--- config.mk ---
export PLATFORM = sky130hd
export DESIGN_NAME = uart_rx
export DESIGN_NICKNAME = d
export VERILOG_FILES = /design/src/rtl/uart_rx_pkg.sv /design/src/rtl/uart_sync2.sv /design/src/rtl/uart_rx.sv
export SDC_FILE = /design/constraint.sdc
export NUM_CORES = 1
export LEC_CHECK = 0
export CORE_ASPECT_RATIO = 0.9
export CORE_UTILIZATION = 55
export CTS_CLUSTER_DIAMETER = 40
export DETAILED_ROUTE_END_ITERATION = 8
export DONT_BUFFER_PORTS = 1
export PLACE_DENSITY_LB_ADDON = 0.05
export SYNTH_ARGS = -nofsm -noshare
export SYNTH_HDL_FRONTEND = slang
export SYNTH_SLANG_ARGS = --single-unit
--- constraint.sdc ---
create_clock -name clk -period 2.45 [get_ports clk]
set_input_delay 0.1225 -clock clk [delete_from_list [all_inputs] [get_ports clk]]
set_output_delay 0.1225 -clock clk [all_outputs]
set_load 0.02 [all_outputs]
--- src/rtl/uart_rx_pkg.sv ---
// rtl/uart_rx_pkg.sv - shared UART state encoding and baud divider derivation
package uart_rx_pkg;

  typedef enum logic [2:0] {
    ST_IDLE  = 3'd0,
    ST_START = 3'd1,
    ST_DATA  = 3'd2,
    ST_STOP  = 3'd3,
    ST_BREAK = 3'd4
  } uart_state_e;

  // Clocks per bit; uart_tx uses the same formula so both ends agree on baud.
  function automatic int unsigned baud_div(input int unsigned clk_hz, input int unsigned sclk_hz);
    return clk_hz / sclk_hz;
  endfunction

  function automatic int unsigned baud_half(input int unsigned clk_hz, input int unsigned sclk_hz);
    return baud_div(clk_hz, sclk_hz) / 2;
  endfunction

endpackage

--- src/rtl/uart_sync2.sv ---
// rtl/uart_sync2.sv - two-flop synchronizer for asynchronous pins
// RESET_VAL lets idle-high lines (UART) and idle-low lines (buttons) share it.
module uart_sync2 #(
  parameter logic RESET_VAL = 1'b1
) (
  input  logic clk,
  input  logic reset,
  input  logic d_i,
  output logic q_o
);

  logic meta_q;
  logic sync_q;

  always_ff @(posedge clk) begin
    if (reset) begin
      meta_q <= RESET_VAL;
      sync_q <= RESET_VAL;
    end else begin
      meta_q <= d_i;
      sync_q <= meta_q;
    end
  end

  assign q_o = sync_q;

endmodule

--- src/rtl/uart_rx.sv ---
// rtl/uart_rx.sv - 8N1 UART receiver with mid-bit sampling and a valid/ready holding register
// Framing errors, overruns and rejected start bits are reported as one-cycle pulses.
module uart_rx
  import uart_rx_pkg::*;
#(
  parameter int unsigned CLK_HZ        = 40000000,
  parameter int unsigned SCLK_HZ       = 115200,
  parameter int unsigned COUNTER_WIDTH = 9
) (
  input  logic       clk,
  input  logic       reset,
  input  logic       uart_rxd,
  output logic [7:0] out_data,
  output logic       out_valid,
  input  logic       out_ready,
  output logic       frame_error,
  output logic       overrun,
  output logic       start_glitch
);

  localparam int unsigned DIV  = baud_div(CLK_HZ, SCLK_HZ);
  localparam int unsigned HALF = baud_half(CLK_HZ, SCLK_HZ);
  localparam logic [COUNTER_WIDTH-1:0] DIV_LAST  = COUNTER_WIDTH'(DIV - 1);
  localparam logic [COUNTER_WIDTH-1:0] HALF_LAST = COUNTER_WIDTH'(HALF - 1);
  localparam bit CNT_FITS = (longint'(DIV) - 1) < (longint'(1) << COUNTER_WIDTH);

  logic                     rxd_s;
  uart_state_e              state_q;
  logic [COUNTER_WIDTH-1:0] cnt_q;
  logic [2:0]               idx_q;
  logic [7:0]               shift_q;
  logic                     done_q;
  logic [7:0]               data_q;
  logic                     valid_q;
  logic                     ferr_q;
  logic                     ovr_q;
  logic                     glitch_q;

  uart_sync2 #(.RESET_VAL(1'b1)) u_sync (
    .clk   (clk),
    .reset (reset),
    .d_i   (uart_rxd),
    .q_o   (rxd_s)
  );

  always_ff @(posedge clk) begin
    if (reset) begin
      state_q  <= ST_IDLE;
      cnt_q    <= '0;
      idx_q    <= '0;
      shift_q  <= '0;
      done_q   <= 1'b0;
      data_q   <= '0;
      valid_q  <= 1'b0;
      ferr_q   <= 1'b0;
      ovr_q    <= 1'b0;
      glitch_q <= 1'b0;
    end else begin
      done_q   <= 1'b0;
      ferr_q   <= 1'b0;
      ovr_q    <= 1'b0;
      glitch_q <= 1'b0;

      case (state_q)
        ST_IDLE: begin
          cnt_q <= '0;
          if (!rxd_s) state_q <= ST_START;
        end
        ST_START: begin
          if (cnt_q == HALF_LAST) begin
            cnt_q <= '0;
            if (!rxd_s) begin
              state_q <= ST_DATA;
              idx_q   <= '0;
            end else begin
              glitch_q <= 1'b1;
              state_q  <= ST_IDLE;
            end
          end else begin
            cnt_q <= cnt_q + 1'b1;
          end
        end
        ST_DATA: begin
          if (cnt_q == DIV_LAST) begin
            cnt_q          <= '0;
            shift_q[idx_q] <= rxd_s;
            if (idx_q == 3'd7) state_q <= ST_STOP;
            else               idx_q   <= idx_q + 1'b1;
          end else begin
            cnt_q <= cnt_q + 1'b1;
          end
        end
        ST_STOP: begin
          // Leaving at the stop midpoint leaves half a bit to catch a back-to-back start.
          if (cnt_q == DIV_LAST) begin
            cnt_q <= '0;
            if (rxd_s) begin
              done_q  <= 1'b1;
              state_q <= ST_IDLE;
            end else begin
              ferr_q  <= 1'b1;
              state_q <= ST_BREAK;
            end
          end else begin
            cnt_q <= cnt_q + 1'b1;
          end
        end
        ST_BREAK: begin
          if (rxd_s) state_q <= ST_IDLE;
        end
        default: state_q <= ST_IDLE;
      endcase

      // A same-cycle accept frees the holding register, so the new byte wins.
      if (done_q) begin
        if (!valid_q || out_ready) begin
          data_q  <= shift_q;
          valid_q <= 1'b1;
        end else begin
          ovr_q <= 1'b1;
        end
      end else if (valid_q && out_ready) begin
        valid_q <= 1'b0;
      end
    end
  end

  always_ff @(posedge clk) begin
    assert (CNT_FITS);
  end

  assign out_data     = data_q;
  assign out_valid    = valid_q;
  assign frame_error  = ferr_q;
  assign overrun      = ovr_q;
  assign start_glitch = glitch_q;

endmodule

[Word level (Yosys, flattened, before mapping)]
Cells that the tools add are included.
Word-level totals
  bits in registers: 38
  input bits: 4
  logic and storage cells: 80
Cells by class
  $add $sub $neg: 2
  eq/ne operators: 16
  $lt $le $gt $ge: 2
  bitwise logic cells: 5
  reductions and logical operators: 17
  mux-type cells: 26
Operators by type and width (count)
  $mux W3: 11
  $pmux W9 S3: 1
  $mux W9: 2
  $pmux W3 S5: 1
  $ne A2 B2 Y1 const B: 7
  $add A9 B1 Y9 const B: 1
  $eq A9 B8 Y1 const B: 1
  $eq A9 B9 Y1 const B: 1
  $bwmux W8: 1
  $mux W1: 7
  $eq A3 B2 Y1 const B: 2
  $eq A3 B3 Y1 const B: 2
  $pmux W3 S2: 1
  $reduce_and A2 Y1: 3
  $reduce_and A6 Y1: 1
  $reduce_or A3 Y1: 2
  $not A1 Y1: 5
  $reduce_and A5 Y1: 1
  $lt A3 B4 Y1 const B: 1
  $ne A2 B1 Y1 const B: 2
  $reduce_bool A2 Y1: 2
  $reduce_or A2 Y1: 2
  $add A3 B1 Y3 const B: 1
  $demux W1 S3: 1
  other kinds (8): 9

[Logic depth before layout (Yosys ltp)]
  word-level depth: 5
  mapped depth: 7
  gate-level depth less buffers: 6

[Modules after synthesis]
From an unflattened synthesis, not the netlist that was laid out.
Second synthesis, totals
  cells, all modules: 207
  area, all modules: 1863.0 µm²
Modules (own cells, without submodules)
  uart_rx: cells each 203, instances 1, area each 1810.5 µm²
  uart_sync2: cells each 4, instances 1, area each 52.6 µm²

[Worst setup path after synthesis]
Ideal clock, no wire load.
  path type: register -> register
  start point: reg cnt_q[0]
  end point: reg state_q[1]
  setup slack: 740 ps
  library setup time: 123 ps
  arrival time: 1587 ps
  required time: 2327 ps
  stages on the path, launching flop included: 7
  cells stage by stage: dfxtp_1 > inv_1 > ha_1 > nand4b_4 > o21a_1 > a211o_1 > mux2_1
Between the ends
  cells in the longest elaborated chain, start to end: 3
RTL lines
  from (decl): line uart_rx.sv:29  | logic [COUNTER_WIDTH-1:0] cnt_q;
  from (signal assigned): line uart_rx.sv:80  | cnt_q <= cnt_q + 1'b1;
  from (signal assigned): line uart_rx.sv:90  | cnt_q <= cnt_q + 1'b1;
  from (signal assigned): line uart_rx.sv:105  | cnt_q <= cnt_q + 1'b1;
  $eq A9 B9 Y1 or $eq A9 B8 Y1 (tied branches): line uart_rx.sv:84, uart_rx.sv:95, uart_rx.sv:70
  $ne A2 B2 Y1 (no source line)
  $reduce_and A6 Y1 (no source line) *
  to (signal assigned): line uart_rx.sv:87  | if (idx_q == 3'd7) state_q <= ST_STOP;
  to (signal assigned): line uart_rx.sv:99  | state_q <= ST_IDLE;
  to (signal assigned): line uart_rx.sv:102  | state_q <= ST_BREAK;
  to (decl): line uart_rx.sv:28  | uart_state_e state_q;
Mark *: on every way between the ends. The rest lies on a longest branch, timed or not.
A chain may end at the register's enable or synchronous reset.

[Worst setup path after layout]
  start point: reg state_q[2]
  end point: reg state_q[2]
Between the ends
  cells in the longest elaborated chain, start to end: 3
RTL lines
  from (signal assigned): line uart_rx.sv:48  | state_q <= ST_IDLE;
  from (signal assigned): line uart_rx.sv:67  | if (!rxd_s) state_q <= ST_START;
  from (signal assigned): line uart_rx.sv:73  | state_q <= ST_DATA;
  $eq A3 B3 Y1 (tied with other cells): line uart_rx.sv:64  | case (state_q)
  $ne A2 B1 Y1 (no source line) or $ne A2 B2 Y1 (tied branches)
  $reduce_and A6 Y1 (no source line)
Parallel ways exist; a longest one is shown, timed or not.

==> flow_summary.yaml <==
routing:
  wire_per_inst_um: 14.3
  detail_route.first_pass.iterations: 5
  viasPerCell: 5.80
  drt_iter0_drc: 86
  drtAntennaViolNets: 0
  vias: 1420
  wl_um: 3500
  drc: 0
logic_synthesis:
  synthArstFlopShare_pct: 0
  synth_edf_count: 0
  syn-num-nets: 213
  ys_types: 45
  syn_inst: 204
  syn_area_um2: 1910
  synth_ff_type: "dfxtp_1"
  synth_seq_cells: 38
  ys.warnings.count: 0
  avgSynthCellArea_um2: 9.38
  yosysSeqAreaShare_pct: 39.7
floorplan:
  start_util_pct: 60.1
  num_rows: 19
  pin_count: 16
  die_h_um: 58.0
  die_w_um: 64.2
  dieArea_um2: 3720
  core_area_um2: 3190
outcome:
  status: "finished clean"
grt:
  antenna_found_initial: 0
  overflow: 0
  grt_pass1_wl_um: 6020
  groute.usage.overall_pct: 21.0
  grt_pass1_vias: 1323
  grt_start_max_net_pins: 23
cts:
  clock_latency_ns: 0.28
  post_cts_buffers: 0
  clkTransAtPathRegs_ns: 0.07
  cts_tree: "yes"
  h-tree-depth: 2
  clockRootBuffer: "clkbuf_8"
  cts_buffers: 5
  clockBufferDepth: 2
  cts_sinks: 38
power_and_ir_drop:
  peakVddDrop_uv: 340
  p_leak_nw: 0.833
  power.density_nw_per_um2: 548
sta:
  timing.fmax_mhz: 495
  finalSetupViolations: 0
  min_period_ns: 2.02
  tightest_slew_ns: 0.865
  rsz0062_at_grt: "false"
  relSlewSlack_pct: 42.1
  post-route-period-util_pct: 82.5
  fin_skew_ns: 0.00561
  hold_viol_final: 0
  finalMaxSlewViolations: 0
  finalSetupTns_ns: 0
critical_path:
  worstPathRequired_ns: 2.61
  cp-end-kind: "flop"
  worstPathArrival_ns: 2.18
  critPathMaxFanout: 18
  path_class: "reg2reg"
  startpoint_type: "flop"
placed_design:
  dpl.cell_count: 235
  gp_congestion: 0.773
  hpwl_um: 2390
  portBuffers: 0
  place_area_um2: 1890
finish:
  stdcell_area_um2: 2000
  syn2layout_area_growth_pct: 4.51
  drive_gt1_share_pct: 11.8
  antenna_cells: 0
  layout.cells.non_filler: 245
  finalNetCount: 211
worst_hold_path:
  min-delay-path-class: "in2reg"
job:
  maxCapViolCount: 0
==> routing by layer <==
| metal | global-route usage [%] | up-vias | part of all wire, % |
|---|---|---|---|
| met1 | 28.6 | 666 | 53 |
| li1 | - | 714 | - |
| met4 | 6.67 | 0 | 0.46 |
| met3 | 5.31 | 2 | 5.9 |
| met2 | 32.8 | 38 | 41 |
| met5 | 0 | - | 0 |
==> worst max-delay path: stages, from the launching register on <==
cell	delay [ns]
dfxtp_1	0.51
or3b_4	0.48
a21oi_4	0.37
a211o_1	0.22
mux2_1	0.33
==> power breakdown <==
group	internal, mW	switching, mW	total [mW]
registers	0.621	0.00511	0.626
clock network	0.227	0.202	0.428
logic	0.0141	0.0270	0.0412
==> layout by cell type, fill, tap and decap left out, types with 3 or more instances in the layout <==
cell	instances
o21ai_1	5
nor3_1	5
a21oi_1	8
nor4_1	4
o31a_1	3
o22ai_1	5
nand3_1	7
clkbuf_8	6
nor2b_1	8
dfxtp_1	38
mux2i_1	16
ha_1	5
inv_1	12
nor2_1	14
nand2_1	27
==> synth_stat cells (all sizes together), types with 3 or more instances <==
master	count	share of area (%)
o22ai	5	1.6
a21oi	9	2.9
buf	3	1.4
nor2b	8	2.6
clkbuf	8	2.7
o21ai	6	1.8
mux2i	16	8.4
ha	5	3.3
dfxtp	38	40
nand3	7	1.8
nor3	5	1.3
o311ai	3	1.4
nand2	27	5.3
nor4	6	3.5
inv	12	2.4
o31a	3	1.4
nor2	14	2.7
==> per-stage QoR <==
step	total power, mW	hold WS [ns]	util, %	setup slack (ns)
global placement	0.671	0.196	59.3	0.520
detailed placement	0.673	0.197	59.3	0.440
CTS	1.11	0.0196	62.8	0.429
global route	1.14	0.0354	62.8	0.330
finish	1.10	0.0218	62.8	0.430
floorplan	0.676	0.226	-	0.740
==> layout make-up <==
type,count,area [um^2]
Tap cell,42,52.6
Fill cell,279,1180
Timing Repair Buffer,2,20.0
Multi-Input combinational cell,143,1030
Sequential cell,38,761
Inverter,12,45.0
Clock inverter,1,5.00
Clock buffer,7,86.3
==> registers in the layout, summed over array words and instances (netlist names) <==
register       count
out_data           8
overrun            1
frame_error        1
u_sync.meta_q      1
state_q            3
idx_q              3
done_q             1
shift_q            8
start_glitch       1
cnt_q              9
out_valid          1
u_sync.q_o         1
==> cell families after synthesis <==
| kind of cell | Yosys count | share of synthesized area, % |
|---|---|---|
| simple gates | 82 | 25.9 |
| flops | 38 | 39.7 |
| compound gates | 36 | 14.2 |
| buf+inv | 23 | 6.40 |
| mux | 18 | 9.54 |
| fa+ha+maj | 5 | 3.27 |
| xor+xnor | 2 | 0.915 |
==> path summary, 6_finish.rpt <==
path | start | endpoint | depth (start not counted) | slack (ns)
max | state_q[2] | state_q[2] | 4 | 0.43
min | reset | state_q[0] | 2 | 0.02
max reg2reg | state_q[2] | state_q[2] | 4 | 0.43
min reg2reg | u_sync.meta_q | u_sync.q_o | 1 | 0.41
==> timing repair <==
action | in CTS | in global routing
setup endpoints to repair | 0 | 0
resized for setup | 0 | 0
endpoints found under the hold margin | 22 | 0
hold buffers | 2 | 0
No activity file was read; power rests on OpenSTA's default activity.
